## config.mk

```make
export PLATFORM = sky130hd
export DESIGN_NAME = seven_segment_display_arbiter
export DESIGN_NICKNAME = d
export VERILOG_FILES = /design/src/rtl/seven_seg_pkg.sv /design/src/rtl/seven_seg_rr_pick.sv /design/src/rtl/seven_segment_display_arbiter.sv
export SDC_FILE = /design/constraint.sdc
export NUM_CORES = 1
export LEC_CHECK = 0
export ABC_AREA = 1
export CAP_MARGIN = 10
export CELL_PAD_IN_SITES_DETAIL_PLACEMENT = 1
export CELL_PAD_IN_SITES_GLOBAL_PLACEMENT = 1
export CORE_MARGIN = 3
export CORE_UTILIZATION = 40
export CTS_CLUSTER_DIAMETER = 150
export DETAILED_ROUTE_END_ITERATION = 8
export HOLD_SLACK_MARGIN = 0.05
export PLACE_DENSITY = 0.88
export RECOVER_POWER = 50
export SLEW_MARGIN = 20
export SYNTH_ARGS = -nofsm -noshare
export SYNTH_HDL_FRONTEND = slang
export SYNTH_SLANG_ARGS = --single-unit
export TNS_END_PERCENT = 10
```

## constraint.sdc

```tcl
create_clock -name clk -period 3.7 [get_ports clk]
set_clock_uncertainty 0.1 [all_clocks]
set_input_delay 0.925 -clock clk [delete_from_list [all_inputs] [get_ports clk]]
set_output_delay 0.925 -clock clk [all_outputs]
set_load 0.02 [all_outputs]
```

## src/rtl/seven_seg_pkg.sv

```systemverilog
// Shared types and constants for the seven-segment display arbiter.
package seven_seg_pkg;

  localparam int unsigned NUM_SRC = 4;
  localparam int unsigned SRC_W   = 16;

  localparam logic [SRC_W-1:0] BLANK_VALUE = 16'h0000;

  typedef enum logic [1:0] {
    ST_IDLE,
    ST_SHOW,
    ST_ALERT
  } state_t;

endpackage

```

## src/rtl/seven_seg_rr_pick.sv

```systemverilog
// Round-robin source pick: first enabled index in order cur+1, cur+2, cur+3, cur.
module seven_seg_rr_pick (
  input  logic [3:0] enable,
  input  logic [1:0] cur,
  output logic [1:0] nxt,
  output logic       any
);

  logic [1:0] cand;
  logic       found;

  always_comb begin
    nxt   = cur;
    any   = |enable;
    cand  = cur;
    found = 1'b0;
    // k = 4 wraps back to cur, so the current index is searched last
    for (int unsigned k = 1; k <= 4; k++) begin
      cand = cur + 2'(k);
      if (!found && enable[cand]) begin
        nxt   = cand;
        found = 1'b1;
      end
    end
  end

endmodule

```

## src/rtl/seven_segment_display_arbiter.sv

```systemverilog
// Time-shares the 4-digit display between four shadowed status sources and an alert channel.
module seven_segment_display_arbiter
  import seven_seg_pkg::*;
#(
  parameter int unsigned DWELL_CYCLES = 100000000,
  parameter int unsigned CNT_W        = 27
) (
  input  logic        clk,
  input  logic        reset_n,
  input  logic [63:0] src_data,
  input  logic [3:0]  src_load,
  input  logic [3:0]  src_enable,
  input  logic        alert_valid,
  input  logic [15:0] alert_data,
  input  logic        next_btn,
  output logic [15:0] disp_data,
  output logic [1:0]  disp_sel,
  output logic        disp_blank,
  output logic        alert_active
);

  logic [SRC_W-1:0] shadow   [NUM_SRC];
  logic [SRC_W-1:0] shadow_n [NUM_SRC];

  state_t           state, state_n;
  logic [1:0]       sel, sel_n;
  logic [CNT_W-1:0] cnt, cnt_n;
  logic [15:0]      disp_data_n;

  logic [1:0] pick_nxt, low_nxt;
  logic       pick_any, low_any;
  logic       dwell_done;

  seven_seg_rr_pick u_pick (
    .enable (src_enable),
    .cur    (sel),
    .nxt    (pick_nxt),
    .any    (pick_any)
  );

  // Searching from index 3 visits 0,1,2,3 first, yielding the lowest enabled source
  seven_seg_rr_pick u_lowest (
    .enable (src_enable),
    .cur    (2'd3),
    .nxt    (low_nxt),
    .any    (low_any)
  );

  assign dwell_done = (cnt == CNT_W'(DWELL_CYCLES - 1));

  always_comb begin
    for (int unsigned i = 0; i < NUM_SRC; i++) begin
      shadow_n[i] = src_load[i] ? src_data[SRC_W*i +: SRC_W] : shadow[i];
    end
  end

  always_comb begin
    state_n = state;
    sel_n   = sel;
    cnt_n   = cnt;
    case (state)
      ST_IDLE: begin
        if (alert_valid) begin
          state_n = ST_ALERT;
        end else if (low_any) begin
          state_n = ST_SHOW;
          sel_n   = low_nxt;
          cnt_n   = '0;
        end
      end
      ST_SHOW: begin
        if (alert_valid) begin
          state_n = ST_ALERT;
        end else if (!pick_any) begin
          state_n = ST_IDLE;
        end else if (!src_enable[sel] || next_btn || dwell_done) begin
          sel_n = pick_nxt;
          cnt_n = '0;
        end else begin
          cnt_n = cnt + CNT_W'(1);
        end
      end
      ST_ALERT: begin
        if (!alert_valid) begin
          if (src_enable[sel]) begin
            state_n = ST_SHOW;
            cnt_n   = '0;
          end else if (pick_any) begin
            state_n = ST_SHOW;
            sel_n   = pick_nxt;
            cnt_n   = '0;
          end else begin
            state_n = ST_IDLE;
          end
        end
      end
      default: state_n = ST_IDLE;
    endcase

    case (state_n)
      ST_SHOW:  disp_data_n = shadow_n[sel_n];
      ST_ALERT: disp_data_n = alert_data;
      default:  disp_data_n = BLANK_VALUE;
    endcase
  end

  always_ff @(posedge clk or negedge reset_n) begin
    if (!reset_n) begin
      for (int unsigned i = 0; i < NUM_SRC; i++) begin
        shadow[i] <= '0;
      end
    end else begin
      for (int unsigned i = 0; i < NUM_SRC; i++) begin
        shadow[i] <= shadow_n[i];
      end
    end
  end

  always_ff @(posedge clk or negedge reset_n) begin
    if (!reset_n) begin
      state        <= ST_IDLE;
      sel          <= '0;
      cnt          <= '0;
      disp_data    <= BLANK_VALUE;
      disp_blank   <= 1'b1;
      alert_active <= 1'b0;
    end else begin
      state        <= state_n;
      sel          <= sel_n;
      cnt          <= cnt_n;
      disp_data    <= disp_data_n;
      disp_blank   <= (state_n == ST_IDLE);
      alert_active <= (state_n == ST_ALERT);
    end
  end

  assign disp_sel = sel;

endmodule

```

==> results.ini <==
[drt]
wl_met3_um = 1090
met2_length_um = 10700
vias_per_cell = 5.30
remaining_drc_errors = 0
drt.antenna.violating_nets = 0
met1Wirelength_um = 8580
firstDrtPassIters = 4
drtIter0Drc = 354
highest_layer = met5
dr_total_vias = 5793
wirelength_um = 20800
avgRoutedWirePerCell_um = 19.1

[placed_design]
routabilityCongestion = 0.861
dp.cells = 1061
place.port_buffers = 111
dpl_worst_slack_ns = 0.135
hpwl_um = 14600

[die]
die_x_um = 132
core-area_mm2 = 0.0154
die_h_um = 132
rows = 45
initial_utilization_pct = 41.4
dieArea_mm2 = 0.0175
ios = 112

[synth]
yosys.area_share.simple_pct = 24.8
mappedNetlistArea_mm2 = 0.00636
avgSynthCellArea_um2 = 8.47
synth_seq_area_share_pct = 44.5
ys_seq_elements = 113
synthCells = 751
async_flop_share_pct = 100
synth_top_family_by_area = simple AND/OR/NAND/NOR gates
synth_nets = 851
synth_edf_count = 0
synth_mux_area_share_pct = 11.3
synth-xor-area-share_pct = 1.24
synth-adder-area-share_pct = 1.57
yosys_most_used_dff = dfrtp_1
synth_compound_area_share_pct = 10.1
ys_warn_count = 0
ys_types = 46

[finish]
antenna_cells = 0
drive_gt1_share_pct = 17.5
layoutNonFillerInstCount = 1093
num-nets-final = 969
final_util_pct = 54.3
nFillCells = 1812
area_growth_pct = 31.3

[worst_setup_path]
r2r_setup_slack_ns = 0.81
r2r-end = disp_data[3]$_DFF_PN0_
cp_slowest_stage_delay_ns = 0.55
crit_end = disp_data[6]$_DFF_PN0_
worstPathMaxFanout = 16
cp-end-kind = register
slowest_stage = ha_1
startpoint_type = input pin
critPathArrivalTime_ns = 3.55
worstPathCellList = clkdlybuf4s50_1, inv_2, nand2_1, nor3_4, inv_2, a21oi_1, o21ai_0, nand2_1, a21oi_1, inv_1, ha_1, nand2_1, a21oi_2
startpoint = src_enable[0]
path_depth = 13
critical_path_required_ns = 3.95
path_class = in2reg
reg2reg_depth = 19
cp_common_cell = nand2_1
r2r_start = disp_sel[0]$_DFF_PN0_
crit_family = buffers and inverters
critPathBufInv = 4

[sta]
hold_viol = 0
fin_tns_setup_ns = 0
min_period_ns = 3.31
worst_pin_slew_ns = 2.76
max_freq_mhz = 302
slew_viol_final = 45
grt_setup_unrepaired = no
timing.final.ws_setup_ns = 0.394
setup_viol = 0
fin_crit_sh_pct = 89.4
slew_headroom_pct = -84.0

[power]
seq_power_share_pct = 24.9
p_int_mw = 3.76
power_frac_comb_pct = 49.7
p_clk_share_pct = 25.4
power_mw = 6.66
p_leak_nw = 3.67
powerDensity_mw_per_mm2 = 797
switchingPower_mw = 2.89
irDropWorstVdd_uv = 382
switching_share_pct = 43.4

[cts]
cts_tree = yes
numCtsBuffers = 17
insertion_delay_ns = 0.42
root_buffer = clkbuf_16
clkTransAtPathRegs_ns = 0.06
cts_num_sinks = 113
cts_setup_buffers = 0
ctsHoldBuffers = 0
cts_max_path_buffers = 2
htreeDepth = 4
ctsResizeCount = 0

[run_status]
violations = max-capacitance violations, max-slew violations
status = complete, but fails checks

[global_route]
grt_pass1_vias = 6389
grt_pass1_wl_um = 33900
grt_overflow = 0
grt_usage_pct = 24.6
grt_max_degree = 51
antenna_found_initial = 1

[hold_path]
hold_class = reg2reg

[flow_run]
maxCapViolCount = 1

-- flip-flops by register name, summed over array words and instances, names as in the netlist --
signal and flops:
disp_data 16, alert_active 1, disp_sel 2, shadow 64, state 2, cnt 27, disp_blank 1
-- layout make-up --
class / count / area [um^2] / area share (%)
tap: 211 / 264 / 3.16
clock buffer: 25 / 515 / 6.17
sequential: 113 / 2830 / 33.9
timing repair buffer: 133 / 1310 / 15.7
clock inverter: 7 / 97.6 / 1.17
multi-input combinational: 550 / 3120 / 37.4
inverter: 54 / 210 / 2.52
-- cells in the final DEF (no fill, tap or decap), drive strengths merged, types with 3 or more instances in the layout --
cell             n
clkinv           5
ha               8
nor3             8
nor4             3
o21ai           42
xor2             8
nand4            5
clkdlybuf4s50  108
nand3           59
dfrtp          112
o211ai           6
buf             19
nor2            35
mux2            64
nand2          255
a21oi           41
inv             52
clkbuf          29
o22ai            5
-- layer usage --
layer / GRT usage (%) / vias to the layer above
met5: 0 / -
met4: 7.76 / 2
met3: 6.56 / 31
met2: 42.8 / 149
met1: 29.7 / 2902
li1: - / 2709
-- logic make-up after synthesis --
kind of cell             after synthesis
XOR/XNOR                               9
flip-flops                           113
adder cells (fa/ha/maj)                8
buffers and inverters                 88
AO/OA/AOI/OAI                        104
AND/OR/NAND/NOR                      365
multiplexers                          64
-- through the flow --
step	area (um^2)	hold slack, ns
floorplan	6360	0.372
global placement	7750	0.381
detailed placement	7750	0.385
CTS	8360	0.397
global route	8350	0.403
finish	8350	0.385
-- worst register-to-register path, cell delays in order (launching register included) --
cell     delay [ns]
dfrtp_1        0.63
inv_6          0.14
nand2_1        0.13
nand2_1        0.10
nand2_1        0.09
nand2_1        0.06
nand2_1        0.08
nand2_1        0.05
nand2_1        0.05
nand2_1        0.08
nand2_1        0.09
nand3_2        0.08
nand3_4        0.09
buf_4          0.35
nand3_1        0.18
nand2_1        0.11
nand2_1        0.08
nand2_1        0.11
nand2_1        0.06
a21oi_1        0.15
-- how the worst min path moves through the flow --
stage                         start                   end  slack [ns]  depth (start not counted)
2_1_floorplan  shadow[16]$_DFF_PN0_  shadow[16]$_DFF_PN0_        0.37                          1
3_3_place_gp   shadow[15]$_DFF_PN0_  shadow[15]$_DFF_PN0_        0.38                          1
3_5_place_dp   shadow[29]$_DFF_PN0_  shadow[29]$_DFF_PN0_        0.39                          1
4_1_cts        shadow[29]$_DFF_PN0_  shadow[29]$_DFF_PN0_        0.40                          1
5_1_grt         shadow[0]$_DFF_PN0_   shadow[0]$_DFF_PN0_        0.40                          1
6_report       shadow[28]$_DFF_PN0_  shadow[28]$_DFF_PN0_        0.39                          1
-- synth_stat cells (7+ instances only) --
| cell type | count | area share [%] |
|---|---|---|
| nand2_1 | 244 | 14 |
| dfrtp_1 | 112 | 44 |
| mux2_2 | 64 | 11 |
| nand3_1 | 55 | 4.3 |
| inv_1 | 41 | 2.4 |
| o21ai_0 | 34 | 2.7 |
| nor2_1 | 32 | 1.9 |
| a21oi_1 | 28 | 2.2 |
| clkbuf_1 | 21 | 1.2 |
| a21oi_2 | 11 | 1.5 |
| inv_2 | 9 | 0.53 |
| ha_1 | 8 | 1.6 |
| nand2_2 | 8 | 0.79 |
| xor2_1 | 8 | 1.1 |
| o21ai_1 | 7 | 0.55 |
-- power groups by stage --
stage               sequential (mW)  clock, mW  combinational, mW
global route                   1.68       1.77               3.64
floorplan                      1.71          0               2.06
CTS                            1.66       1.71               3.33
finish                         1.66       1.69               3.31
detailed placement             1.66          0               3.25
global placement               1.66          0               3.13
(Power assumes the default switching activity.)
==> RTL change 1: new RTL, same flow settings <==
`CNT_W`: 27 -> 54.
--- a/src/rtl/seven_segment_display_arbiter.sv
+++ b/src/rtl/seven_segment_display_arbiter.sv
@@ -4,5 +4,5 @@
 #(
   parameter int unsigned DWELL_CYCLES = 100000000,
-  parameter int unsigned CNT_W        = 27
+  parameter int unsigned CNT_W        = 54
 ) (
   input  logic        clk,
Behaviour: no difference found for any inputs over 4 cycles, from zero or initial values and one cycle with reset_n low; that may be too few to reach the edited logic, so the function may still have changed.
==> RTL change 1 against the unedited design <==
- the run still ends with max-capacitance violations, max-slew violations left
- sequential cell count increased by 27
- critical path type unchanged
- maximum frequency increased by 1.4%
- cell area increased by 21%
- wire length increased by 37%
- utilization decreased by 3.1 points
- setup slack improved by 45 ps
- area after synthesis increased by 28%
- total power increased by 0.21%
==> RTL change 1: results (changes against the unedited design) <==
| Metric | Value |
|---|---|
| Final slew viol count | 76 (+69%) |
| Most area-consuming cells after synthesis | sky130_fd_sc_hd__dfrtp_1 43%, sky130_fd_sc_hd__nand2_1 9.3%, sky130_fd_sc_hd__mux2_2 8.8% |
| Power per Cell Area | 660.3 nW/um^2 (-17%) |
| Vias in the first global route | 8626 (+35%) |
| Violations in the final reports | max-capacitance violations, max-slew violations |
| Detail-routed net length per standard cell | 20.72 microns (+8.7%) |
| Portion of total power attributed to sequential cells | 28.1% (+3.2 points) |
| Crit-path max FO | 33 (+17) |
| Slew of the pin with the lowest slew margin | 2037 ps (-723.1 ps) |
| DR iter-0 viols | 510 (+44%) |
| Critical path endpoint | disp_data[1] |
| Critical Path AT | 3520 ps (-30 ps) |
| Sequential cell area fraction in the yosys report | 42.96% (-1.5 points) |
| Slowest cell on crit path | sky130_fd_sc_hd__clkdlybuf4s50_1 |
| Vias | 7786 (+34%) |
| Static Leak | 4.234 nW (+15%) |
| Result of the run | finished, violations left |
| Met2 layer wire length in the routed design | 14.62 mm (+37%) |
| Proportion of power drawn by combinational gates | 45.8% (-3.9 points) |
| Cell type group with the largest total delay on the critical path | simple AND/OR/NAND/NOR gates |
| Global-route wire length before repair | 46.02 mm (+36%) |
| Worst reg2reg setup slack | 620 ps (-190 ps) |
| Most instantiated cells after synthesis | 203 x sky130_fd_sc_hd__nand2_1, 139 x sky130_fd_sc_hd__dfrtp_1, 102 x sky130_fd_sc_hd__nand3_1 |
| Total of max-cap violations | 1 (unchanged) |
| Registers with the most flip-flops | shadow: 64 flops, cnt: 54 flops, disp_data: 16 flops |
| Final layout net count | 1200 (+24%) |
| M3 GR Usage | 6.199% (-0.37 points) |
| Net switching power of the design | 3.036 mW (+5.0%) |
| Cell Area, Placed | 9539 sq um (+23%) |
| Number of standard cells in the final layout excluding fillers | 1378 (+26%) |
| M2 GR Usage | 47.12% (+4.3 points) |
| Met1 Wirelength | 11.28 mm (+31%) |
| GRT Overall Usage | 26.40% (+1.8 points) |
| Endpoint with the worst hold slack | shadow[40] |
RTL change 1: changes by cell type in the layout (fill, tap and decap cells not counted), sizes merged, moves of 11 or more:
cell | before | now
a21oi | 41 | 76
dfrtp | 112 | 139
nor3 | 8 | 22
nand3 | 59 | 118
nor2 | 35 | 93
o21ai | 42 | 53
inv | 52 | 106
nand4 | 5 | 16
nand2 | 255 | 219
RTL change 1: final cells by class:
class	count	area (sq um)	share of cell area [%]
Clock buffer	18	429.2	4.249
Clock inverter	14	148.9	1.474
Inverter	99	371.6	3.679
Multi-Input combinational cell	712	4051	40.11
Sequential cell	140	3505	34.70
Tap cell	265	331.6	3.283
Timing Repair Buffer	130	1262	12.50
RTL change 1: cell families after synthesis:
logic type / count (synthesis) / share of synthesized area (%)
and+or+nand+nor: 474 / 27.85
xor gates and xnor gates: 9 / 0.9663
adders and majority gates: 8 / 1.227
AOI/OAI and AO/OA: 157 / 10.78
muxes: 64 / 8.834
buffers and inverters: 138 / 7.377
DFF: 140 / 42.96
==> RTL change 2: new RTL, same flow settings <==
Made on the original files. Register the output `disp_data` once more, with the module's reset; this adds one clock of latency there. The other outputs are not delayed to match.
--- a/src/rtl/seven_segment_display_arbiter.sv
+++ b/src/rtl/seven_segment_display_arbiter.sv
@@ -19,4 +19,6 @@
   output logic        alert_active
 );
+
+  logic [15:0] disp_data_s0;
 
   logic [SRC_W-1:0] shadow   [NUM_SRC];
@@ -122,5 +124,5 @@
       sel          <= '0;
       cnt          <= '0;
-      disp_data    <= BLANK_VALUE;
+      disp_data_s0 <= BLANK_VALUE;
       disp_blank   <= 1'b1;
       alert_active <= 1'b0;
@@ -129,5 +131,5 @@
       sel          <= sel_n;
       cnt          <= cnt_n;
-      disp_data    <= disp_data_n;
+      disp_data_s0 <= disp_data_n;
       disp_blank   <= (state_n == ST_IDLE);
       alert_active <= (state_n == ST_ALERT);
@@ -137,4 +139,12 @@
   assign disp_sel = sel;
 
+  always_ff @(posedge clk or negedge reset_n) begin
+    if (!reset_n) begin
+      disp_data <= '0;
+    end else begin
+      disp_data <= disp_data_s0;
+    end
+  end
+
 endmodule
 
Behaviour: not the same (Yosys sat finds a counterexample within 4 cycles, from zero or initial values and one cycle with reset_n low).
==> RTL change 2 against the unedited design <==
- the run still ends with max-capacitance violations, max-slew violations left
- total power down 14%
- sequential cell count rose by 16
- non-clock buffer count down 6
- wire length up 1.9%
- area after synthesis rose by 2.0%
- register-to-register slack better by 70 ps
- combinational power shrank 30%
- cell area up 0.22%
- first-iteration DRC count is 14% higher
- sequential share of layout area is 4.7 points higher
- utilization fell by 0.47 points
- die area is 1.9% higher
- setup slack better by 140 ps
==> RTL change 2: results (changes against the unedited design) <==
| Metric | Value |
|---|---|
| Total of max-cap violations | 1 (unchanged) |
| Detail-routed net length per standard cell | 20.52 microns (+7.6%) |
| Longest individual stage delay on the worst path | 670 ps (+120 ps) |
| Area share of fa/ha/maj cells after synthesis | 1.542% (-0.031 points) |
| Initial antenna violation count | 1 (unchanged) |
| Count of unique library cells instantiated by Yosys | 44 (-4.3%) |
| Result of the run | finished, violations left |
| GRT Overall Usage | 24.27% (-0.30 points) |
| Drt pass-1 iters | 5 (+1) |
| Worst Hold Margin | 248.3 ps (-136.9 ps) |
| Critical register-to-register path endpoint | disp_data_s0[0] |
| RePlAce Congestion | 0.9067 (+5.3%) |
| Fraction of final layout cells with drive strength greater than 1 | 18.35% (+0.89 points) |
| Slew of the pin with the lowest slew margin | 1545 ps (-1215 ps) |
| Final slew viol count | 61 (+36%) |
| Post-Synthesis Net Count | 795 (-6.6%) |
| Vias | 5614 (-3.1%) |
| Static Leak | 3.693 nW (+0.72%) |
| Critical Path AT | 3330 ps (-220 ps) |
| Highest ir drop seen on vdd | 0.3649 mV (-4.6%) |
| Most area-consuming cells after synthesis | sky130_fd_sc_hd__dfrtp_1 49%, sky130_fd_sc_hd__mux2_2 11%, sky130_fd_sc_hd__nand3_1 7.2% |
| Sequential cell area fraction in the yosys report | 49.76% (+5.3 points) |
| Final HPWL from detailed placement | 15.05 mm (+3.4%) |
| Registers with the most flip-flops | shadow: 64 flops, cnt: 27 flops |
| Area share of xor/xnor cells in the synthesized design | 0.1350% (-1.1 points) |
| Largest net degree at the start of global routing | 61 (+20%) |
| Slowest cell on crit path | sky130_fd_sc_hd__clkdlybuf4s50_1 |
| Ys Warns | 0 (unchanged) |
| Worst reg2reg setup slack | 880 ps (+70 ps) |
| Compound-gate portion of the synthesized area | 8.425% (-1.7 points) |
| # fillers | 1810 (-0.11%) |
| Share of cell area taken by muxes after synthesis | 11.10% (-0.22 points) |
| Global-route wire length before repair | 33.71 mm (-0.69%) |
| Final layout net count | 910 (-6.1%) |
| Launch instance of the worst min-delay path | disp_data_s0[6] |
| Endpoint with the worst hold slack | disp_data[6] |
| Cells on Worst Hold Path | 0 (-1) |
| Violations in the final reports | max-capacitance violations, max-slew violations |
| Reg2Reg Depth | 11 (-8) |
| Most instantiated cells after synthesis | 128 x sky130_fd_sc_hd__dfrtp_1, 120 x sky130_fd_sc_hd__nand2_1, 94 x sky130_fd_sc_hd__nand3_1 |
| Critical register-to-register path startpoint | state[0] |
[RTL change 2: layout make-up]
class	instances	share of cell area (%)
antenna	1	0.02990
clock buffer	19	5.413
clock inverter	13	1.645
inverter	72	3.319
multi-input combinational	463	33.31
sequential	129	38.59
tap	211	3.155
timing repair buffer	127	14.53
[RTL change 2: kinds of logic after synthesis]
group                      Yosys count
xor gates and xnor gates             1
buffers and inverters              103
adders and majority gates            8
and+or+nand+nor                    293
AOI/OAI and AO/OA                   97
muxes                               64
DFF                                129
[RTL change 2: worst max-delay path by stage]
stage / start / end / slack [ps] / cells after the start
3_5_place_dp: alert_valid / disp_data_s0[6] / 170 / 10
6_report: alert_valid / disp_data_s0[0] / 540 / 10
5_1_grt: src_enable[1] / disp_data_s0[13] / 370 / 16
3_3_place_gp: alert_valid / disp_data_s0[12] / 320 / 10
4_1_cts: alert_valid / disp_data_s0[0] / 550 / 10
2_1_floorplan: src_enable[2] / disp_data_s0[0] / 970 / 12
[RTL change 2: routing by layer]
| layer | track usage, % | part of all wire [%] | vias to the layer above |
|---|---|---|---|
| li1 | - | - | 2557 |
| met1 | 29.86 | 41 | 2820 |
| met2 | 41.48 | 51 | 188 |
| met3 | 5.778 | 4.6 | 49 |
| met4 | 9.200 | 3.3 | 0 |
| met5 | 0 | 0 | - |
[RTL change 2: where the power goes]
group          switching [mW]  internal (mW)
logic                    1.54          0.782
registers               0.115           1.59
clock network           0.690          0.983
[RTL change 2: stage by stage]
stage | utilization (%) | setup WS [ps] | power, mW | instances | instance area (sq um)
after floorplan | - | 965.7 | 3.302 | 695 | 6490
after global placement | 50.19 | 317.4 | 3.832 | 1002 | 7800
after detailed placement | 50.19 | 167.1 | 3.945 | 1002 | 7800
after CTS | 53.99 | 545.5 | 5.695 | 1034 | 8391
after global routing | 53.85 | 370.0 | 6.023 | 1035 | 8368
final | 53.85 | 538.3 | 5.696 | 1035 | 8368
[RTL change 2: worst register-to-register path: cells and delay by family (launching register included)]
family	cells	cell delay [ps]
AO/OA/AOI/OAI	3	460
adder cells (fa/ha/maj)	2	570
buffers and inverters	4	710
flip-flops	1	440
AND/OR/NAND/NOR	2	400
